$ cat config.mk
export PLATFORM = sky130hd
export DESIGN_NAME = y_enhance_apply
export DESIGN_NICKNAME = d
export VERILOG_FILES = /design/src/rtl/y_enhance_apply.sv
export SDC_FILE = /design/constraint.sdc
export NUM_CORES = 1
export LEC_CHECK = 0
export ABC_AREA = 0
export CAP_MARGIN = 20
export CORE_ASPECT_RATIO = 1.1
export CORE_MARGIN = 4
export CORE_UTILIZATION = 35
export DETAILED_ROUTE_END_ITERATION = 10
export PLACE_DENSITY_LB_ADDON = 0.2
export SKIP_CTS_REPAIR_TIMING = 1
export SYNTH_ARGS = -nofsm -noshare
export SYNTH_HDL_FRONTEND = slang
export SYNTH_SLANG_ARGS = --single-unit
$ cat constraint.sdc
create_clock -name clk -period 18 [get_ports clk]
set_input_delay 4.5 -clock clk [delete_from_list [all_inputs] [get_ports clk]]
set_output_delay 4.5 -clock clk [all_outputs]
set_load 0.03 [all_outputs]
$ cat src/rtl/y_enhance_apply.sv
// Luma stretch: Y' = sat255(((Y - min) * rate) >> RATE_FRAC) on a 24-bit Avalon-ST stream.
// Coefficients are captured on each accepted sop beat and held for the rest of the frame.
module y_enhance_apply #(
  parameter int RATE_FRAC = 8,
  parameter int PIPE_LAT  = 3
) (
  input  logic        clk,
  input  logic        rst,
  input  logic [23:0] video_in_data,
  input  logic        video_in_valid,
  input  logic        video_in_sop,
  input  logic        video_in_eop,
  output logic        video_in_ready,
  output logic [23:0] video_out_data,
  output logic        video_out_valid,
  output logic        video_out_sop,
  output logic        video_out_eop,
  input  logic        video_out_ready,
  input  logic [15:0] rate,
  input  logic [7:0]  min_in_value,
  input  logic        bypass,
  input  logic        diff2small,
  output logic        frame_done
);

  logic                adv;
  logic                take;
  logic [15:0]         rate_l;
  logic [7:0]          min_l;
  logic                byp_l;
  logic [15:0]         eff_rate;
  logic [7:0]          eff_min;
  logic                eff_byp;
  logic [7:0]          y_in;
  logic [PIPE_LAT-1:0] vld_sr;
  logic [PIPE_LAT-1:0] sop_sr;
  logic [PIPE_LAT-1:0] eop_sr;

  logic [7:0]  s1_d;
  logic [7:0]  s1_y;
  logic [15:0] s1_cbcr;
  logic        s1_byp;
  logic [15:0] s1_rate;

  logic [23:0] s2_p;
  logic [7:0]  s2_y;
  logic [15:0] s2_cbcr;
  logic        s2_byp;

  logic [23:0] q;
  logic [7:0]  y_new;

  assign adv            = ~video_out_valid | video_out_ready;
  assign video_in_ready = adv;
  assign take           = adv & video_in_valid;
  assign y_in           = video_in_data[23:16];

  // The sop beat itself must already use the incoming coefficients.
  assign eff_rate = video_in_sop ? rate : rate_l;
  assign eff_min  = video_in_sop ? min_in_value : min_l;
  assign eff_byp  = video_in_sop ? (bypass | diff2small) : byp_l;

  always_ff @(posedge clk) begin
    if (rst) begin
      rate_l <= 16'h100;
      min_l  <= 8'd0;
      byp_l  <= 1'b1;
    end else if (take && video_in_sop) begin
      rate_l <= rate;
      min_l  <= min_in_value;
      byp_l  <= bypass | diff2small;
    end
  end

  // Control shift registers; bubbles travel as valid=0 and are never collapsed.
  always_ff @(posedge clk) begin
    if (rst) begin
      vld_sr <= '0;
      sop_sr <= '0;
      eop_sr <= '0;
    end else if (adv) begin
      vld_sr <= {vld_sr[PIPE_LAT-2:0], video_in_valid};
      sop_sr <= {sop_sr[PIPE_LAT-2:0], video_in_valid & video_in_sop};
      eop_sr <= {eop_sr[PIPE_LAT-2:0], video_in_valid & video_in_eop};
    end
  end

  always_ff @(posedge clk) begin
    if (adv) begin
      s1_d    <= (y_in >= eff_min) ? (y_in - eff_min) : 8'd0;
      s1_y    <= y_in;
      s1_cbcr <= video_in_data[15:0];
      s1_byp  <= eff_byp;
      s1_rate <= eff_rate;
      s2_p    <= {16'd0, s1_d} * {8'd0, s1_rate};
      s2_y    <= s1_y;
      s2_cbcr <= s1_cbcr;
      s2_byp  <= s1_byp;
    end
  end

  assign q     = s2_p >> RATE_FRAC;
  assign y_new = s2_byp ? s2_y : ((q > 24'd255) ? 8'hff : q[7:0]);

  always_ff @(posedge clk) begin
    if (rst) begin
      video_out_data <= 24'd0;
    end else if (adv) begin
      video_out_data <= {y_new, s2_cbcr};
    end
  end

  always_ff @(posedge clk) begin
    if (rst) begin
      frame_done <= 1'b0;
    end else begin
      frame_done <= video_out_valid & video_out_ready & video_out_eop;
    end
  end

  assign video_out_valid = vld_sr[PIPE_LAT-1];
  assign video_out_sop   = sop_sr[PIPE_LAT-1];
  assign video_out_eop   = eop_sr[PIPE_LAT-1];

endmodule

After elaboration in Yosys (flattened, before gate mapping) --
Cells that the tools add are included.
Operators by class: multiply operators 1, reductions and logical operators 1, bitwise gates (word level) 8, multiplexer cells 5, $add $sub $neg 1, order comparisons 2
Operators by type and width (number):
- $mul A8 B16 Y24 | 1
- $mux W8 | 3
- $gt A16 B8 Y1 const B | 1
- $mux W16 | 1
- $ge A8 B8 Y1 | 1
- $sub A8 B8 Y8 | 1
- $and A1 B1 Y1 | 5
- $or A1 B1 Y1 | 2
- $logic_and A1 B1 Y1 | 1
- $mux W1 | 1
- $not A1 Y1 | 1
Storage, ports and cells: bits of input ports 56, word-level logic and storage cells 35, output and inout bits 29, bits in registers 157

Logic depth before layout (Yosys ltp) --
depth in word-level cells 4, mapped depth 18, depth with buffers taken out 16

Least setup slack after synthesis --
No wires, ideal clock.
path kind input to output, start input video_out_ready, end output video_in_ready, stages 4, arrival time 7669 ps, required time 13500 ps, path slack 5831 ps, cells stage by stage nor2b_1 clkbuf_1 inv_2 clkbuf_1
On the way: cells in the longest elaborated chain, start to end 1
Ends and longest elaborated chain:
- from (decl) | RTL line 18 | input logic video_out_ready,
- $or A1 B1 Y1 | RTL line 53 | assign adv = ~video_out_valid | video_out_ready;
- to (decl) | RTL line 13 | output logic video_in_ready,
No other way between the ends.

Worst setup path after layout --
Ends and elaborated chain as after synthesis.

==> flow_summary.ini <==
[die]
fp.dieW_um = 163.8
coreArea_um2 = 26220
ios = 85
row_count = 62
initial_core_util_pct = 35.65
chipHeight_um = 179.4
dieArea_um2 = 29390

[setup_path]
r2r_slack_ns = 12.67
reg2reg_depth = 14
cp.arrival_ns = 6.64
reg2reg_to = s2_p[23]
cp.required_ns = 13.50
crit_start = video_out_ready
endpoint_kind = output pin
crit_fanout = 55
start_kind = primary input
r2r_start = s1_d[7]
endpoint = video_in_ready
critPathKind = primary input to output pin

[yosys]
synth_seq_cells = 149
synth_ff_type = edfxtp_1
synthCells = 882
ys_types = 57
synth.avg_cell_area_um2 = 10.60
synth-seq-area-share_pct = 41.55
ys_warn_count = 0
netlist_area_um2 = 9348
async_flop_share_pct = 0
syn_nets = 1071
synth-edff-count = 90

[clock_tree]
clock_sinks = 149
clkTransAtPathRegs_ns = 0.06
cts_tree = yes
cts_buffers = 17
htree_num_levels = 4
clock_latency_ns = 0.42
clock-root-buffer = clkbuf_16
clk_path_buf_depth = 2

[global_route]
gr-total-overflow = 0
use_met1_pct = 20.48
grt.busiest_layer = met2
grt_pass1_vias = 6649
grt_antenna_before_repair = 0
grt_max_degree = 71
grt_use_total_pct = 14.81
grt_pass1_wl_um = 34740
met3_usage_pct = 3.046
grtUsageMet2_pct = 23.84

[place]
numPortBuffers = 84
post-place-ws_ns = 6.829
gp_routability_congestion = 0.7589
place_hpwl_um = 14810

[drt]
num_vias = 6292
ant_nets = 0
drt_wl_total_um = 20610
via_per_inst = 4.749
drc_errors = 0
wl_per_cell_um = 15.56
drt-initial-drc-count = 255
first_pass_iters = 4

[cells_and_area]
drive_gt1_share_pct = 6.578
syn2layout_area_growth_pct = 19.36
diodes = 0
final_cell_mix = nand2_1, inv_1, and2_1, edfxtp_1, fa_1
final_common_cell = nand2_1
nNetsFinal = 1149

[pwr]
swShare_pct = 35.08
p_int_mw = 0.7918
pwr-share-seq_pct = 37.2
ir_worst_vdd_uv = 80.17
power_density_nw_per_um2 = 109.3
combPwrFrac_pct = 33.8
power_mw = 1.220
cellLeakagePower_nw = 4.898
power_frac_clock_pct = 29.0
netSwitchingPower_mw = 0.4278

[sta]
setup_viol = 0
fin_crit_sh_pct = 61.91
max_freq_mhz = 89.73
hold_viol = 0
slew_headroom_pct = 42.89
setup_tns_ns = 0
slew_viol_final = 0
period_needed_ns = 11.14
worst_pin_slew_ns = 0.8566
fin_skew_ns = 0.01128
rsz0062_at_grt = no
setup_ws_ns = 6.856

[hold_path]
hold_path.class = flip-flop to flip-flop
hp-start = s1_y[2]

[run_status]
status = completed

[run]
drv_cap = 0
==> through the flow <==
step,instance area (um2),instances,hold slack (ns),utilization (%)
after floorplan,9348,882,0.4003,-
after CTS,11140,1324,0.4162,42.49
final,11160,1325,0.4139,42.55
after global placement,10550,1292,0.4023,40.23
after global routing,11160,1325,0.4220,42.55
after detailed placement,10550,1292,0.4045,40.23
==> critical path, stage by stage <==
cell,delay [ns]
clkdlybuf4s50_1,0.48
nor2b_2,0.04
buf_4,0.25
inv_4,0.51
clkdlybuf4s50_1,0.81
==> cells by family after synthesis <==
logic type | after synthesis | share of synthesized area (%)
XOR/XNOR | 14 | 1.312
multiplexers | 24 | 2.797
AO/OA/AOI/OAI | 128 | 8.714
AND/OR/NAND/NOR | 293 | 15.39
buffers and inverters | 141 | 5.689
adder cells (fa/ha/maj) | 133 | 24.55
flip-flops | 149 | 41.55
==> per-layer routing <==
layer / up-vias / wire length (um)
li1: 3068 / -
met5: - / 0
met3: 23 / 727
met4: 0 / 265
met1: 3106 / 9674
met2: 95 / 9943
==> sequential cells by signal, summed over array words and instances, names as in the netlist <==
| name | count |
|---|---|
| rate_l | 16 |
| frame_done | 1 |
| s2_cbcr | 16 |
| s2_y | 8 |
| s1_d | 8 |
| sop_sr | 3 |
| s1_y | 8 |
| byp_l | 1 |
| s1_rate | 16 |
| eop_sr | 3 |
| s2_byp | 1 |
| s1_byp | 1 |
| min_l | 8 |
| video_out_data | 24 |
| s1_cbcr | 16 |
| vld_sr | 3 |
| s2_p | 16 |
==> final cells by class <==
type	instances	area, um2
clock inverter	14	155.1
tap	352	440.4
clock buffer	18	439.2
sequential	149	3884
fill	2643	15060
inverter	110	415.4
timing repair buffer	90	888.4
multi-input combinational	592	4935
==> how the worst min path moves through the flow <==
| stage | slack, ns | cells after the start | end |
|---|---|---|---|
| after global routing | 0.42 | 0 | s2_cbcr[3] |
| after detailed placement | 0.40 | 0 | s2_cbcr[5] |
| after floorplan | 0.40 | 0 | s2_byp |
| after global placement | 0.40 | 0 | s2_cbcr[6] |
| final | 0.41 | 0 | s2_y[2] |
| after CTS | 0.42 | 0 | s2_y[2] |
==> synthesized netlist by cell type, drive strengths merged, types with 8 or more instances <==
library cell	n	area share [%]
nor2	17	0.68
fa	84	18
dfxtp	59	13
a21oi	70	3.8
mux2	17	2.0
edfxtp	90	29
a21o	15	1.2
o221ai	9	0.84
nand2	138	5.5
ha	49	6.6
and2	100	6.7
inv	110	4.4
clkbuf	27	1.1
nor3	8	0.43
==> power by group through the flow <==
| stage | clock, mW | combinational (mW) | sequential (mW) |
|---|---|---|---|
| 6_report | 0.354 | 0.412 | 0.454 |
| 5_1_grt | 0.377 | 0.481 | 0.459 |
| 4_1_cts | 0.364 | 0.421 | 0.454 |
| 3_5_place_dp | 0 | 0.414 | 0.460 |
| 3_3_place_gp | 0 | 0.418 | 0.460 |
| 2_1_floorplan | 0 | 0.310 | 0.444 |
Power figures use the tool's default switching activity.
